[src/rtl/alu.sv]
// 32-bit RV32I execute-stage ALU with registered result, adder and compare outputs.
module alu #(
  parameter int unsigned XLEN = 32
) (
  input  logic            clock,
  input  logic            reset_n,
  input  logic [3:0]      io_fn,
  input  logic [XLEN-1:0] io_in1,
  input  logic [XLEN-1:0] io_in2,
  output logic [XLEN-1:0] io_out,
  output logic [XLEN-1:0] io_adder_out,
  output logic            io_cmp_out
);

  localparam int unsigned SHW = $clog2(XLEN);

  localparam logic [3:0] FN_ADD  = 4'd0;
  localparam logic [3:0] FN_SL   = 4'd1;
  localparam logic [3:0] FN_SEQ  = 4'd2;
  localparam logic [3:0] FN_SNE  = 4'd3;
  localparam logic [3:0] FN_XOR  = 4'd4;
  localparam logic [3:0] FN_SR   = 4'd5;
  localparam logic [3:0] FN_OR   = 4'd6;
  localparam logic [3:0] FN_AND  = 4'd7;
  localparam logic [3:0] FN_SUB  = 4'd10;
  localparam logic [3:0] FN_SRA  = 4'd11;
  localparam logic [3:0] FN_SLT  = 4'd12;
  localparam logic [3:0] FN_SGE  = 4'd13;
  localparam logic [3:0] FN_SLTU = 4'd14;
  localparam logic [3:0] FN_SGEU = 4'd15;

  logic            sub;
  logic [XLEN-1:0] sum;
  logic [SHW-1:0]  shamt;
  logic            eq;
  logic            ltu;
  logic            lts;
  logic            cmp;

  logic [XLEN-1:0] out_d,   out_q;
  logic [XLEN-1:0] adder_d, adder_q;
  logic            cmp_d,   cmp_q;

  // Shared adder/subtractor and compare primitives.
  always_comb begin
    sub   = io_fn[3];
    sum   = io_in1 + (sub ? ~io_in2 : io_in2) + XLEN'(sub);
    shamt = io_in2[SHW-1:0];
    eq    = (io_in1 == io_in2);
    ltu   = (io_in1 < io_in2);
    // Differing signs decide directly; same signs fall back to unsigned order (overflow-safe).
    lts   = (io_in1[XLEN-1] != io_in2[XLEN-1]) ? io_in1[XLEN-1] : ltu;
  end

  // Compare flag selection.
  always_comb begin
    cmp = 1'b0;
    unique case (io_fn)
      FN_SEQ:  cmp = eq;
      FN_SNE:  cmp = ~eq;
      FN_SLT:  cmp = lts;
      FN_SGE:  cmp = ~lts;
      FN_SLTU: cmp = ltu;
      FN_SGEU: cmp = ~ltu;
      default: cmp = 1'b0;
    endcase
  end

  // Result mux; reserved codes produce zero.
  always_comb begin
    out_d   = '0;
    adder_d = sum;
    cmp_d   = cmp;
    unique case (io_fn)
      FN_ADD, FN_SUB:                          out_d = sum;
      FN_SL:                                   out_d = io_in1 << shamt;
      FN_SEQ, FN_SNE, FN_SLT, FN_SGE,
      FN_SLTU, FN_SGEU:                        out_d = XLEN'(cmp);
      FN_XOR:                                  out_d = io_in1 ^ io_in2;
      FN_SR:                                   out_d = io_in1 >> shamt;
      FN_OR:                                   out_d = io_in1 | io_in2;
      FN_AND:                                  out_d = io_in1 & io_in2;
      FN_SRA:                                  out_d = XLEN'($signed(io_in1) >>> shamt);
      default:                                 out_d = '0;
    endcase
  end

  // Output registers, asynchronously cleared.
  always_ff @(posedge clock or negedge reset_n) begin
    if (!reset_n) begin
      out_q   <= '0;
      adder_q <= '0;
      cmp_q   <= 1'b0;
    end else begin
      out_q   <= out_d;
      adder_q <= adder_d;
      cmp_q   <= cmp_d;
    end
  end

  assign io_out       = out_q;
  assign io_adder_out = adder_q;
  assign io_cmp_out   = cmp_q;

endmodule

[config.mk]
export PLATFORM = sky130hd
export DESIGN_NAME = alu
export DESIGN_NICKNAME = d
export VERILOG_FILES = /design/src/rtl/alu.sv
export SDC_FILE = /design/constraint.sdc
export NUM_CORES = 1
export LEC_CHECK = 0
export CAP_MARGIN = 15
export CORE_UTILIZATION = 35
export DETAILED_ROUTE_END_ITERATION = 8
export GPL_ROUTABILITY_DRIVEN = 0
export GPL_TIMING_DRIVEN = 0
export SLEW_MARGIN = 20
export SYNTH_ARGS = -nofsm -noshare
export SYNTH_HDL_FRONTEND = slang
export SYNTH_SLANG_ARGS = --single-unit
[constraint.sdc]
create_clock -name clock -period 1.1 [get_ports clock]
set_clock_uncertainty 0.1 [all_clocks]
set_input_delay 0.22 -clock clock [delete_from_list [all_inputs] [get_ports clock]]
set_output_delay 0.22 -clock clock [all_outputs]
set_load 0.01 [all_outputs]
* After elaboration in Yosys (flattened, before gate mapping)
Index checks and enable logic that the tools add are counted.
** Cells by class
- Add/sub/neg operators :: 2
- Bitwise logic cells :: 7
- Shift-type cells :: 3
- Eq/ne operators :: 15
- $lt $le $gt $ge :: 1
- Reduce and logical (&&, ||, !) cells :: 3
- Muxes and demuxes :: 4
** Operator list (number)
- one-hot mux 32 bit (8 select lines) :: 1
- adder 32 x 1 -> 32 bit :: 1
- adder 32 bit :: 1
- AND 32 bit :: 1
- == test 32 bit :: 1
- < comparator 32 bit :: 1
- two-way mux 32 bit :: 1
- inverter 32 bit :: 1
- OR 32 bit :: 1
- << shifter 32 x 5 -> 32 bit :: 1
- >> shifter 32 x 5 -> 32 bit :: 1
- >>> shifter 32 x 5 -> 32 bit :: 1
- bitwise XOR 32 bit :: 1
- == test 4 bit, second input constant :: 6
- == test 4 x 3 -> 1 bit, second input constant :: 4
- == test 4 x 2 -> 1 bit, second input constant :: 2
- one-hot mux 1 bit (6 select lines) :: 1
- OR reduction 6 bit :: 1
- == test 4 x 1 -> 1 bit, second input constant :: 1
- logical NOT 4 bit :: 1
- inverter 1 bit :: 3
- OR reduction 2 bit :: 1
- two-way mux 1 bit :: 1
- inequality test 1 bit :: 1
** Word-level totals
- Register bits after elaboration :: 65
- Logic and storage cells :: 38
- Bits of input ports :: 70

* Depth between registers and ports, before layout
- Word-level depth :: 5
- Gate-level depth with buffers :: 13

* Worst setup path after synthesis
No wires, ideal clock.
- Kind :: in2reg
- From :: in io_fn[3]
- To :: reg out_q[24] (netlist: io_out[24])
- Path slack :: -2.466 ns
- Buffers on the path :: 3
- Stages :: 12
- Setup time :: 0.124 ns
- Arrival :: 3.342 ns
- Data required time :: 0.876 ns
- Cells stage by stage :: buf_2 clkbuf_1 clkbuf_1 xor2_1 fa_1 a21o_1 a221oi_2 a2111oi_2 o2111ai_1 o221ai_1 xor2_1 a211o_1
** On the way
- Word-level cells in the longest chain between the ends :: 4
- Elaborated cells between the ends (all ways) :: 20
** RTL lines
- start, declared :: RTL line 7 : input logic [3:0] io_fn,
- two-way mux 32 bit :: RTL line 47 : sum = io_in1 + (sub ? ~io_in2 : io_in2) + XLEN'(sub);
- adder 32 bit :: RTL line 47
- adder 32 x 1 -> 32 bit * :: RTL line 47
- named net adder_d[24] :: RTL line 41 : logic [XLEN-1:0] adder_d, adder_q;
- one-hot mux 32 bit (8 select lines) * :: RTL line 74 : unique case (io_fn)
- named net out_d[24] :: RTL line 40 : logic [XLEN-1:0] out_d, out_q;
- end signal, assigned :: RTL line 95 : out_q <= out_d;
- end, declared :: RTL line 40
Mark *: on every way through the listed nets, which the timed path passes. The rest lies on a longest branch.

* Worst setup path in the final report
- From :: in io_in2[1]
- To :: reg out_q[24] (netlist: io_out[24])
** On the way
- Word-level cells in the longest chain between the ends :: 5
- Elaborated cells between the ends (all ways) :: 8
** RTL lines
- start, declared :: RTL line 9 : input logic [XLEN-1:0] io_in2,
- inverter 32 bit :: RTL line 47
- two-way mux 32 bit * :: RTL line 47
- adder 32 bit * :: RTL line 47
- adder 32 x 1 -> 32 bit * :: RTL line 47
- named net adder_d[24] :: RTL line 41
- one-hot mux 32 bit (8 select lines) * :: RTL line 74
- named net out_d[24] :: RTL line 40
Marks and branches as above.

==> run summary <==
outcome: finished, violations left
failing checks: negative setup slack
total CTS buffers: 9
CTS H-tree depth: 3
fill cell count: 2495
pin count of the biggest net entering global routing: 53
Cells after Synth: 1176
Final nets: 1625
element type at the critical path start: primary input
Least-Margin Pin Slew: 0.782 ns
DP Wirelength: 33200 um
Mapped Nets: 1374
leakage: 6.48 nW
Avg Cell Area, Syn: 8.46 um^2
number of synthesized flops with an enable pin: 0
die area: 29100 um^2
Final Core Density: 52.4%
RSZ-0062 raised after global routing: true
Max stage delay cell, worst path: fa_2
routed len/inst: 25.0 um
fraction of layout cells with a size suffix above 1: 38.1%
critical path's top delay family: compound AO/OA/AOI/OAI gates
hold crit path type: primary input to asynchronous set/reset pin
PD cells: 1020 nW/um^2
Synth cell types: 80
xor/xnor cell area share of the yosys netlist: 5.46%
Max-Cap Viols: 0
commonest cells after routing, fill and taps aside: nor2_1 (113), ha_1 (99), buf_4 (84), inv_1 (75), buf_2 (69)
kind of critical path: primary input to register
CTS tree: done
final setup fails: 129
multi-input logic area: 9020 um^2
crit path DAT: 3.08 ns
DIE HEIGHT: 171 um
Core Box Area: 27900 um^2
Synth Area in Compound Gates: 24.0%
Boundary Pins: 135
commonest non-fill, non-tap cell in the layout: nor2_1
crit path time final: 2.96 ns
via/cell ratio: 6.21
CP peak stage delay: 0.36 ns
dominant synthesized flop cell: dfrtp_1
Async SR Flop Fraction: 100%
total track usage: 30.6%
n_diodes: 0
Total Negative Setup Slacks: -100.02 ns
top-area cell type share of the netlist area: 16.4%
root buf cell: clkbuf_16
Required @ worst endpoint: 1.22 ns
worst vdd ir: 613 uV
Slew HR: 47.9%
DR WL met2: 20200 um
vias in the first global route: 10800
Seq cells post-synth: 65
DR WL met3: 4640 um
max frequency: 338 MHz
total clock sinks: 65
Netlist Area Pre-Place: 9940 um^2
multiplexer share of the synthesized area: 17.7%
Non-Filler Instances: 1810
first-pass GRT wire length: 65700 um
Worst setup EP type: register
sequential cell area: 1630 um^2
highest routed layer: met4
Synth area leaders: dfrtp_1 (16%), ha_1 (16%), mux4_2 (12%)
Buf/Inv on CP: 6
Detailed Routing Iterations Pass 1: 6
Iter 0 DRT Violations: 1462
Reg clk slew, reported paths: 0.06 ns
cell accounting for the most synthesized area: dfrtp_1
initial antenna violation count: 0
Max Transition Viols Final: 0
Port Buffers: 133
wl on met1: 17500 um
Final Hold Fails: 0
critical-path cell list: buf_8 > buf_8 > buf_12 > buf_12 > buf_12 > xor2_4 > fa_2 > a21o_1 > a221oi_4 > buf_12 > a2111oi_4 > o2111ai_4 > o221ai_2 > xor2_2 > a211o_1
gr ovfl total: 0
Inst Count DP: 1690
Post-Place Worst Slack: -3.40 ns
cell count along the critical path: 15
Remaining DRCs: 0
final worst-path cycle share: 269%
CTS max path bufs: 2
Post-DRT Antenna Nets: 0
routed via count: 11200
Synth Area in Simple Gates: 13.7%
worst setup margin: -1.86 ns
Crit Path Max Fanout: 3
Yosys Warn Count: 0
final WL: 45200 um
Die Span X: 171 um
sequential share of the synthesized area: 16.4%
num rows: 61
CP most frequent cell: buf_12
main combinational cell family by area after synthesis: compound AO/OA/AOI/OAI gates
Initial Util: 35.7%
Synth Area in Adders: 16.2%
area grow syn2layout: 46.8%
Yosys cell counts, types with 12 or more instances:
| cell type | number |
|---|---|
| a211o_1 | 13 |
| a21o_1 | 15 |
| a21oi_1 | 82 |
| a221oi_1 | 12 |
| a22oi_1 | 27 |
| buf_2 | 14 |
| clkbuf_1 | 53 |
| dfrtp_1 | 65 |
| ha_1 | 127 |
| inv_1 | 84 |
| mux2i_1 | 38 |
| mux4_2 | 55 |
| nand2_1 | 66 |
| nand3_1 | 19 |
| nor2_1 | 127 |
| nor3_1 | 22 |
| o211ai_1 | 19 |
| o21ai_0 | 83 |
| xnor2_1 | 18 |
| xor2_1 | 44 |
area by class of cell:
class / instances / area share, %
plain buffers: 78 / 6.01
clock buffers: 12 / 1.83
clock inverters: 4 / 0.343
inverters: 85 / 2.36
multi-input cells: 946 / 61.8
flip-flops and latches: 65 / 11.1
well taps: 378 / 3.24
repair buffers: 242 / 13.3
path summary, 6_finish.rpt:
kind | start | end | slack [ns]
min in group clock | io_in2[3] | io_out[3]$_DFF_PN0_ | 0.24
hold / removal | reset_n | io_adder_out[0]$_DFF_PN0_ | 0.16
max in group asynchronous | reset_n | io_adder_out[31]$_DFF_PN0_ | 0.21
setup / recovery | io_in2[1] | io_out[24]$_DFF_PN0_ | -1.86
report_power, final:
part | internal, W | switching (W) | leakage, nW
clock network | 0.00193 | 0.00112 | 0.151
logic | 0.00398 | 0.00481 | 5.53
registers | 0.00293 | 0.000131 | 0.797
total | 0.00885 | 0.00607 | 6.48
through the flow:
stage	power, W	hold WS (ns)	instance area (um^2)
after CTS	0.0138	0.158	13800
after detailed placement	0.00999	-0.0114	12200
after floorplan	0.00703	-0.176	10400
final	0.0149	0.160	14600
after global routing	0.0156	0.180	14600
after global placement	0.00991	0.723	12200
routing by layer:
metal	up-vias	global-route usage, %
li1	4878	-
met1	5451	39.0
met2	737	47.9
met3	183	6.78
met4	0	16.7
met5	-	0
logic make-up (layout without fill, tap and decap cells):
kind of cell | count (synthesis) | after routing
xor gates and xnor gates | 62 | 62
muxes | 104 | 104
DFF | 65 | 65
AOI/OAI and AO/OA | 356 | 356
adders and majority gates | 128 | 128
and+or+nand+nor | 296 | 296
buffers and inverters | 165 | 421
flip-flops by register name, summed over array words and instances (netlist names):
register and count:
io_cmp_out 1, io_adder_out 32, io_out 32
repair_timing:
action | 4_1_cts | 5_1_grt
buffers inserted | 72 | 34
hold buffers | 1 | 0
pin swaps | 62 | 49
resized for setup | 608 | 284
gates cloned | 1 | 1
endpoints found under the setup margin | 130 | 129
hold endpoints to repair | 65 | 0
Note: power is estimated with default switching activity, not from simulation.
